## src/rtl/seg14_pkg.sv

```systemverilog
// Shared constants and 14-segment font for the display scan bus.
// Segment order, MSB first: a b c d e f g1 g2 h i j k l m.
package seg14_pkg;

  localparam int DIGITS     = 12;
  localparam int SEG_W      = 14;
  localparam int CODE_W     = 6;
  localparam int NUM_GLYPHS = 38;

  localparam logic [CODE_W-1:0] CODE_SPACE   = 6'd0;
  localparam logic [CODE_W-1:0] CODE_UNKNOWN = 6'd63;

  typedef enum logic {ST_HUNT, ST_CAPTURE} state_t;

  // Index is the character code; 5 shares the S glyph.
  function automatic logic [SEG_W-1:0] font_glyph(input logic [CODE_W-1:0] c);
    case (c)
      6'd0:  font_glyph = 14'b000000_00_000000; // space
      6'd1:  font_glyph = 14'b111011_11_000000; // A
      6'd2:  font_glyph = 14'b111100_01_010010; // B
      6'd3:  font_glyph = 14'b100111_00_000000; // C
      6'd4:  font_glyph = 14'b111100_00_010010; // D
      6'd5:  font_glyph = 14'b100111_10_000000; // E
      6'd6:  font_glyph = 14'b100011_10_000000; // F
      6'd7:  font_glyph = 14'b101111_01_000000; // G
      6'd8:  font_glyph = 14'b011011_11_000000; // H
      6'd9:  font_glyph = 14'b100100_00_010010; // I
      6'd10: font_glyph = 14'b011110_00_000000; // J
      6'd11: font_glyph = 14'b000011_10_001001; // K
      6'd12: font_glyph = 14'b000111_00_000000; // L
      6'd13: font_glyph = 14'b011011_00_101000; // M
      6'd14: font_glyph = 14'b011011_00_100001; // N
      6'd15: font_glyph = 14'b111111_00_000000; // O
      6'd16: font_glyph = 14'b110011_11_000000; // P
      6'd17: font_glyph = 14'b111111_00_000001; // Q
      6'd18: font_glyph = 14'b110011_11_000001; // R
      6'd19: font_glyph = 14'b101101_11_000000; // S
      6'd20: font_glyph = 14'b100000_00_010010; // T
      6'd21: font_glyph = 14'b011111_00_000000; // U
      6'd22: font_glyph = 14'b000011_00_001100; // V
      6'd23: font_glyph = 14'b011011_00_000101; // W
      6'd24: font_glyph = 14'b000000_00_101101; // X
      6'd25: font_glyph = 14'b000000_00_101010; // Y
      6'd26: font_glyph = 14'b100100_00_001100; // Z
      6'd27: font_glyph = 14'b111011_00_100001; // N tilde
      6'd28: font_glyph = 14'b111111_00_001100; // 0
      6'd29: font_glyph = 14'b011000_00_001000; // 1
      6'd30: font_glyph = 14'b110110_11_000000; // 2
      6'd31: font_glyph = 14'b111100_01_000000; // 3
      6'd32: font_glyph = 14'b011001_11_000000; // 4
      6'd33: font_glyph = 14'b101101_11_000000; // 5
      6'd34: font_glyph = 14'b101111_11_000000; // 6
      6'd35: font_glyph = 14'b111000_00_000000; // 7
      6'd36: font_glyph = 14'b111111_11_000000; // 8
      6'd37: font_glyph = 14'b111101_11_000000; // 9
      default: font_glyph = '0;
    endcase
  endfunction

endpackage

```

## src/rtl/seg14_glyph_decode.sv

```systemverilog
// Combinational segment pattern -> character code lookup, exact match only.
// Zero latency; lowest matching code wins, so the shared S/5 glyph gives S.
module seg14_glyph_decode
  import seg14_pkg::*;
(
  input  logic [SEG_W-1:0]  segm,
  output logic [CODE_W-1:0] code
);

  always_comb begin
    code = CODE_UNKNOWN;
    for (int i = NUM_GLYPHS - 1; i >= 0; i--) begin
      if (segm == font_glyph(CODE_W'(i))) code = CODE_W'(i);
    end
  end

endmodule

```

## src/rtl/seg14_scan_decoder.sv

```systemverilog
// Scan-bus monitor: decodes glyphs, checks digit order, commits whole frames.
// Input sampled at edge N produces strobes at edge N+2; no backpressure.
module seg14_scan_decoder #(
  parameter int DIGITS = seg14_pkg::DIGITS,
  parameter int SEG_W  = seg14_pkg::SEG_W,
  parameter int CODE_W = seg14_pkg::CODE_W
) (
  input  logic              clk,
  input  logic              rst_n,
  input  logic [DIGITS-1:0] sel,
  input  logic [SEG_W-1:0]  segm,
  output logic              char_valid,
  output logic [3:0]        char_idx,
  output logic [CODE_W-1:0] char_code,
  output logic              frame_done,
  output logic              frame_ok,
  output logic              err_onehot,
  output logic              err_seq,
  output logic [7:0]        frame_cnt,
  input  logic [3:0]        rd_idx,
  output logic [CODE_W-1:0] rd_code
);
  import seg14_pkg::*;

  localparam logic [3:0] LAST_IDX = 4'(DIGITS - 1);

  logic [DIGITS-1:0] sel_q;
  logic [SEG_W-1:0]  segm_q;
  logic              s1_onehot, s1_bad;
  logic [3:0]        s1_idx;
  logic [CODE_W-1:0] s1_code;
  logic              k_vld, k_bad;
  logic [3:0]        k_idx;
  logic [CODE_W-1:0] k_code;

  state_t            state_q, state_d;
  logic [3:0]        last_q, last_d;
  logic              wr_en, commit_en, seq_err, frame_ok_nx;
  logic [CODE_W-1:0] shadow_q [DIGITS];
  logic [CODE_W-1:0] shadow_nx [DIGITS];
  logic [CODE_W-1:0] commit_q [DIGITS];

  seg14_glyph_decode u_dec (.segm(segm_q), .code(s1_code));

  always_comb begin
    s1_onehot = (sel_q != '0) && ((sel_q & (sel_q - DIGITS'(1))) == '0);
    s1_bad    = (sel_q != '0) && !s1_onehot;
    s1_idx    = '0;
    for (int i = 0; i < DIGITS; i++) begin
      if (sel_q[i]) s1_idx = 4'(i);
    end
  end

  always_comb begin
    state_d   = state_q;
    last_d    = last_q;
    wr_en     = 1'b0;
    commit_en = 1'b0;
    seq_err   = 1'b0;
    if (k_bad) begin
      state_d = ST_HUNT;
    end else if (k_vld) begin
      case (state_q)
        ST_HUNT: begin
          if (k_idx == 4'd0) begin
            wr_en   = 1'b1;
            last_d  = 4'd0;
            state_d = ST_CAPTURE;
          end
        end
        ST_CAPTURE: begin
          if (k_idx == last_q) begin
            wr_en = 1'b1;
          end else if (k_idx == last_q + 4'd1) begin
            wr_en  = 1'b1;
            last_d = k_idx;
            if (k_idx == LAST_IDX) begin
              commit_en = 1'b1;
              state_d   = ST_HUNT;
            end
          end else begin
            seq_err = 1'b1;
            state_d = ST_HUNT;
          end
        end
        default: state_d = ST_HUNT;
      endcase
    end
  end

  // The digit-11 write must land in the same cycle it is committed.
  always_comb begin
    shadow_nx = shadow_q;
    if (wr_en) shadow_nx[k_idx] = k_code;
    frame_ok_nx = 1'b1;
    for (int i = 0; i < DIGITS; i++) begin
      if (shadow_nx[i] == CODE_UNKNOWN) frame_ok_nx = 1'b0;
    end
  end

  always_ff @(posedge clk or negedge rst_n) begin
    if (!rst_n) begin
      sel_q      <= '0;
      segm_q     <= '0;
      k_vld      <= 1'b0;
      k_bad      <= 1'b0;
      k_idx      <= '0;
      k_code     <= CODE_SPACE;
      state_q    <= ST_HUNT;
      last_q     <= '0;
      char_valid <= 1'b0;
      char_idx   <= '0;
      char_code  <= CODE_SPACE;
      frame_done <= 1'b0;
      frame_ok   <= 1'b0;
      err_onehot <= 1'b0;
      err_seq    <= 1'b0;
      frame_cnt  <= '0;
      for (int i = 0; i < DIGITS; i++) begin
        shadow_q[i] <= CODE_SPACE;
        commit_q[i] <= CODE_SPACE;
      end
    end else begin
      sel_q      <= sel;
      segm_q     <= segm;
      k_vld      <= s1_onehot;
      k_bad      <= s1_bad;
      k_idx      <= s1_idx;
      k_code     <= s1_code;
      state_q    <= state_d;
      last_q     <= last_d;
      shadow_q   <= shadow_nx;
      char_valid <= k_vld;
      err_onehot <= k_bad;
      err_seq    <= seq_err;
      frame_done <= commit_en;
      if (k_vld) begin
        char_idx  <= k_idx;
        char_code <= k_code;
      end
      if (commit_en) begin
        commit_q  <= shadow_nx;
        frame_ok  <= frame_ok_nx;
        frame_cnt <= frame_cnt + 8'd1;
      end
    end
  end

  assign rd_code = (rd_idx < 4'(DIGITS)) ? commit_q[rd_idx] : '0;

endmodule

```

## config.mk

```make
export PLATFORM = sky130hd
export DESIGN_NAME = seg14_scan_decoder
export DESIGN_NICKNAME = d
export VERILOG_FILES = /design/src/rtl/seg14_pkg.sv /design/src/rtl/seg14_glyph_decode.sv /design/src/rtl/seg14_scan_decoder.sv
export SDC_FILE = /design/constraint.sdc
export NUM_CORES = 1
export LEC_CHECK = 0
export CAP_MARGIN = 5
export CORE_MARGIN = 1
export CORE_UTILIZATION = 35
export CTS_BUF_LIST = sky130_fd_sc_hd__clkbuf_16
export DETAILED_ROUTE_END_ITERATION = 8
export SETUP_SLACK_MARGIN = 0.15
export SLEW_MARGIN = 25
export SYNTH_ARGS = -nofsm -noshare
export SYNTH_HDL_FRONTEND = slang
export SYNTH_SLANG_ARGS = --single-unit
```

## constraint.sdc

```tcl
create_clock -name clk -period 4.3 [get_ports clk]
set_input_delay 0.86 -clock clk [delete_from_list [all_inputs] [get_ports clk]]
set_output_delay 0.86 -clock clk [all_outputs]
set_load 0.01 [all_outputs]
```

==> impl_metrics.json <==
{
  "final_core_util_pct": 42.0,
  "postCtsHoldBufs": 0,
  "grt_pass1_vias": 6496,
  "initial_utilization_pct": 35.9,
  "antenna_found_initial": 1,
  "synthArstFlopShare_pct": 100,
  "port_buffers": 60,
  "netSwitchingPower_uw": 888,
  "pwr-share-seq_pct": 49.5,
  "maxCapViolCount": 0,
  "setup_viol": 0,
  "fin_crit_ps": 3990,
  "core-area_sq_um": 27000,
  "synth-seq-cells": 210,
  "postCtsSetupRepairBufs": 0,
  "power_frac_clock_pct": 46.6,
  "crit_arrival_ps": 3130,
  "viasPerCell": 5.47,
  "slew_headroom_pct": 36.1,
  "fmax_mhz": 251,
  "clkLatencyLatePin_ps": 510,
  "setup_tns_ps": 0,
  "root_buffer": "clkbuf_16",
  "postSynthAreaPerCell_sq_um": 13.1,
  "grt_usage_pct": 16.9,
  "dr.pass1.iters": 5,
  "globalRouteOverflowTotal": 0,
  "ctsResizeCount": 0,
  "startpoint_type": "primary input",
  "skew_ps": 19.5,
  "gp_congestion": 0.851,
  "wirelength_mm": 23.3,
  "r2r_cells": 6,
  "powerDensity_nw_per_um2": 361,
  "cts.htree.levels": 1,
  "vias": 6279,
  "cts_buffers": 23,
  "min_path_type": "in -> async",
  "clk_path_buf_depth": 3,
  "fp.dieW_um": 168,
  "synth_edf_count": 0,
  "grt_pass1_wl_mm": 37.7,
  "rsz0062_at_grt": "no",
  "dieArea_sq_um": 28400,
  "clk_pin_slew_ps": 60,
  "netlist_area_sq_um": 9690,
  "floorplan.rows": 60,
  "synth_area_leaders": "dfrtp_1, mux2_2, mux4_2, nor2_1, nand3_1",
  "grt_max_degree": 120,
  "ios": 61,
  "ys_warn_count": 0,
  "cts_tree": "built",
  "power.share.switching_pct": 21.6,
  "worstMarginPinSlew_ps": 949,
  "synth.distinct_cells": 72,
  "yosysTopAreaCell": "dfrtp_1",
  "worst-setup-path-type": "in -> out",
  "critical_path.max_fanout": 18,
  "drv_slew": 0,
  "synth_seq_area_share_pct": 54.2,
  "drtIter0Drc": 445,
  "internal-power_uw": 3220,
  "synth_top_area_share_pct": 54.2,
  "ys.flop_type": "dfrtp_1",
  "fin_crit_sh_pct": 92.8,
  "fillCellCount": 2489,
  "max-vdd-ir-drop_mv": 0.254,
  "wl_per_cell_um": 20.3,
  "synth_nets": 773,
  "crit_path_end_kind": "primary output",
  "syn2layout_area_growth_pct": 17.2,
  "drive_gt1_share_pct": 29.4,
  "die_h_um": 168,
  "ant_nets": 0,
  "p_leak_uw": 0.00507,
  "clock_sinks": 210,
  "r2r_slack_ps": 1220,
  "hold_viol": 0,
  "outcome": "complete, no violations",
  "timing.rr.end": "commit_q[23]",
  "antenna_cells": 0,
  "synthCells": 739,
  "remaining_drc_errors": 0,
  "nets": 825,
  "place_hpwl_mm": 16.2,
  "worstPathRequired_ps": 3440,
  "combinationalPowerShare_pct": 3.8,
  "r2r_start": "k_idx[2]"
}
==> registers in the layout, summed over array words and instances, names as in the netlist, 6 cells and up <==
signal     cells
sel_q         12
frame_cnt      8
commit_q      72
shadow_q      72
char_code      6
segm_q        14
k_code         6
==> cells by family after synthesis <==
kind of cell / count (synthesis) / share of synthesized area [%]
adder cells (fa/ha/maj): 3 / 0.361
AND/OR/NAND/NOR: 210 / 13.0
XOR/XNOR: 16 / 1.99
multiplexers: 180 / 22.9
buffers and inverters: 47 / 2.03
flip-flops: 210 / 54.2
AO/OA/AOI/OAI: 73 / 5.47
==> power by group through the flow <==
stage                     registers (uW)  logic, uW  clock network, uW
after floorplan                     2050       77.5                  0
after global placement              2070        160                  0
after detailed placement            2070        162                  0
after CTS                           2030        162               1980
after global routing                2040        177               2070
final                               2030        158               1910
==> how the worst max path moves through the flow <==
stage | from | to | slack, ps | cells after the start
floorplan | rd_idx[0] | rd_code[1] | 980 | 5
global placement | rd_idx[3] | rd_code[4] | 400 | 5
detailed placement | rd_idx[3] | rd_code[5] | 310 | 5
CTS | rd_idx[3] | rd_code[4] | 310 | 5
global route | rd_idx[3] | rd_code[4] | 260 | 5
finish | rd_idx[3] | rd_code[4] | 310 | 5
==> critical path, cell delays in order <==
cell and delay, ps:
clkdlybuf4s50_1 970, mux4_2 360, mux2i_1 70, o21ai_0 280
clkdlybuf4s50_1 590
==> cell type report <==
| type | instances | area, sq um | share of cell area [%] |
|---|---|---|---|
| Clock buffer | 23 | 576 | 5.07 |
| Clock inverter | 18 | 159 | 1.40 |
| Inverter | 9 | 33.8 | 0.297 |
| Multi-Input combinational cell | 482 | 4240 | 37.3 |
| Sequential cell | 210 | 5260 | 46.3 |
| Tap cell | 341 | 427 | 3.76 |
| Timing Repair Buffer | 65 | 668 | 5.88 |
==> per-stage QoR <==
stage	cells	area [sq um]	worst slack, ps	hold slack (ps)	power (uW)
floorplan	739	9690	977	378	2130
global placement	1107	10600	400	426	2230
detailed placement	1107	10600	312	431	2230
CTS	1148	11400	307	443	4170
global route	1148	11400	263	462	4290
finish	1148	11400	310	400	4110
==> per-layer routing <==
metal / GRT usage (%) / wire, um
met1: 23.8 / 10800
met2: 27.1 / 10900
met3: 2.23 / 1030
met4: 5.22 / 543
met5: 0 / 0
==> layout by cell type (no fill, tap or decap), drive strengths merged, types with 3 or more instances in the layout <==
cell type / instances
dfrtp: 210
mux2: 156
clkdlybuf4s50: 59
nor2: 36
nand2: 28
nand3: 28
clkbuf: 23
nor3: 23
mux4: 18
o21ai: 17
inv: 15
a21oi: 12
nand4: 12
nor4: 10
and4: 10
or4: 9
xnor2: 9
clkinv: 9
nand3b: 8
o31ai: 8
nor2b: 7
nand2b: 7
xor2: 6
mux2i: 6
buf: 6
o22ai: 5
nor4b: 5
nand4b: 4
or2: 4
nor3b: 4
nor4bb: 3
and2: 3
or3: 3
a31oi: 3
a22oi: 3
bufinv: 3
a32oi: 3
==> synth_stat cells, drive strengths merged (2+ instances only) <==
cell type and number:
nand3 28, nand3b 8, a22oi 3, or4 9
or2 4, nor3 23, buf 16, o32ai 2
o21ai 17, nor4bb 3, and3 2, nand4 12
a2111oi 2, inv 9, xor2 6, or3 3
nor3b 4, o31ai 8, mux4 18, nor4b 5
nor2 36, a32oi 3, ha 2, nor2b 7
mux2 156, and4 10, xnor2 9, dfrtp 210
a31oi 3, a41oi 2, a21oi 12, and2 3
nor4 10, o21a 2, nand2b 7, nand4b 4
or4b 2, clkbuf 22, o21bai 2, o22ai 5
mux2i 6, nand2 28, a2111o 2
Note: power is estimated with default switching activity, not from simulation.
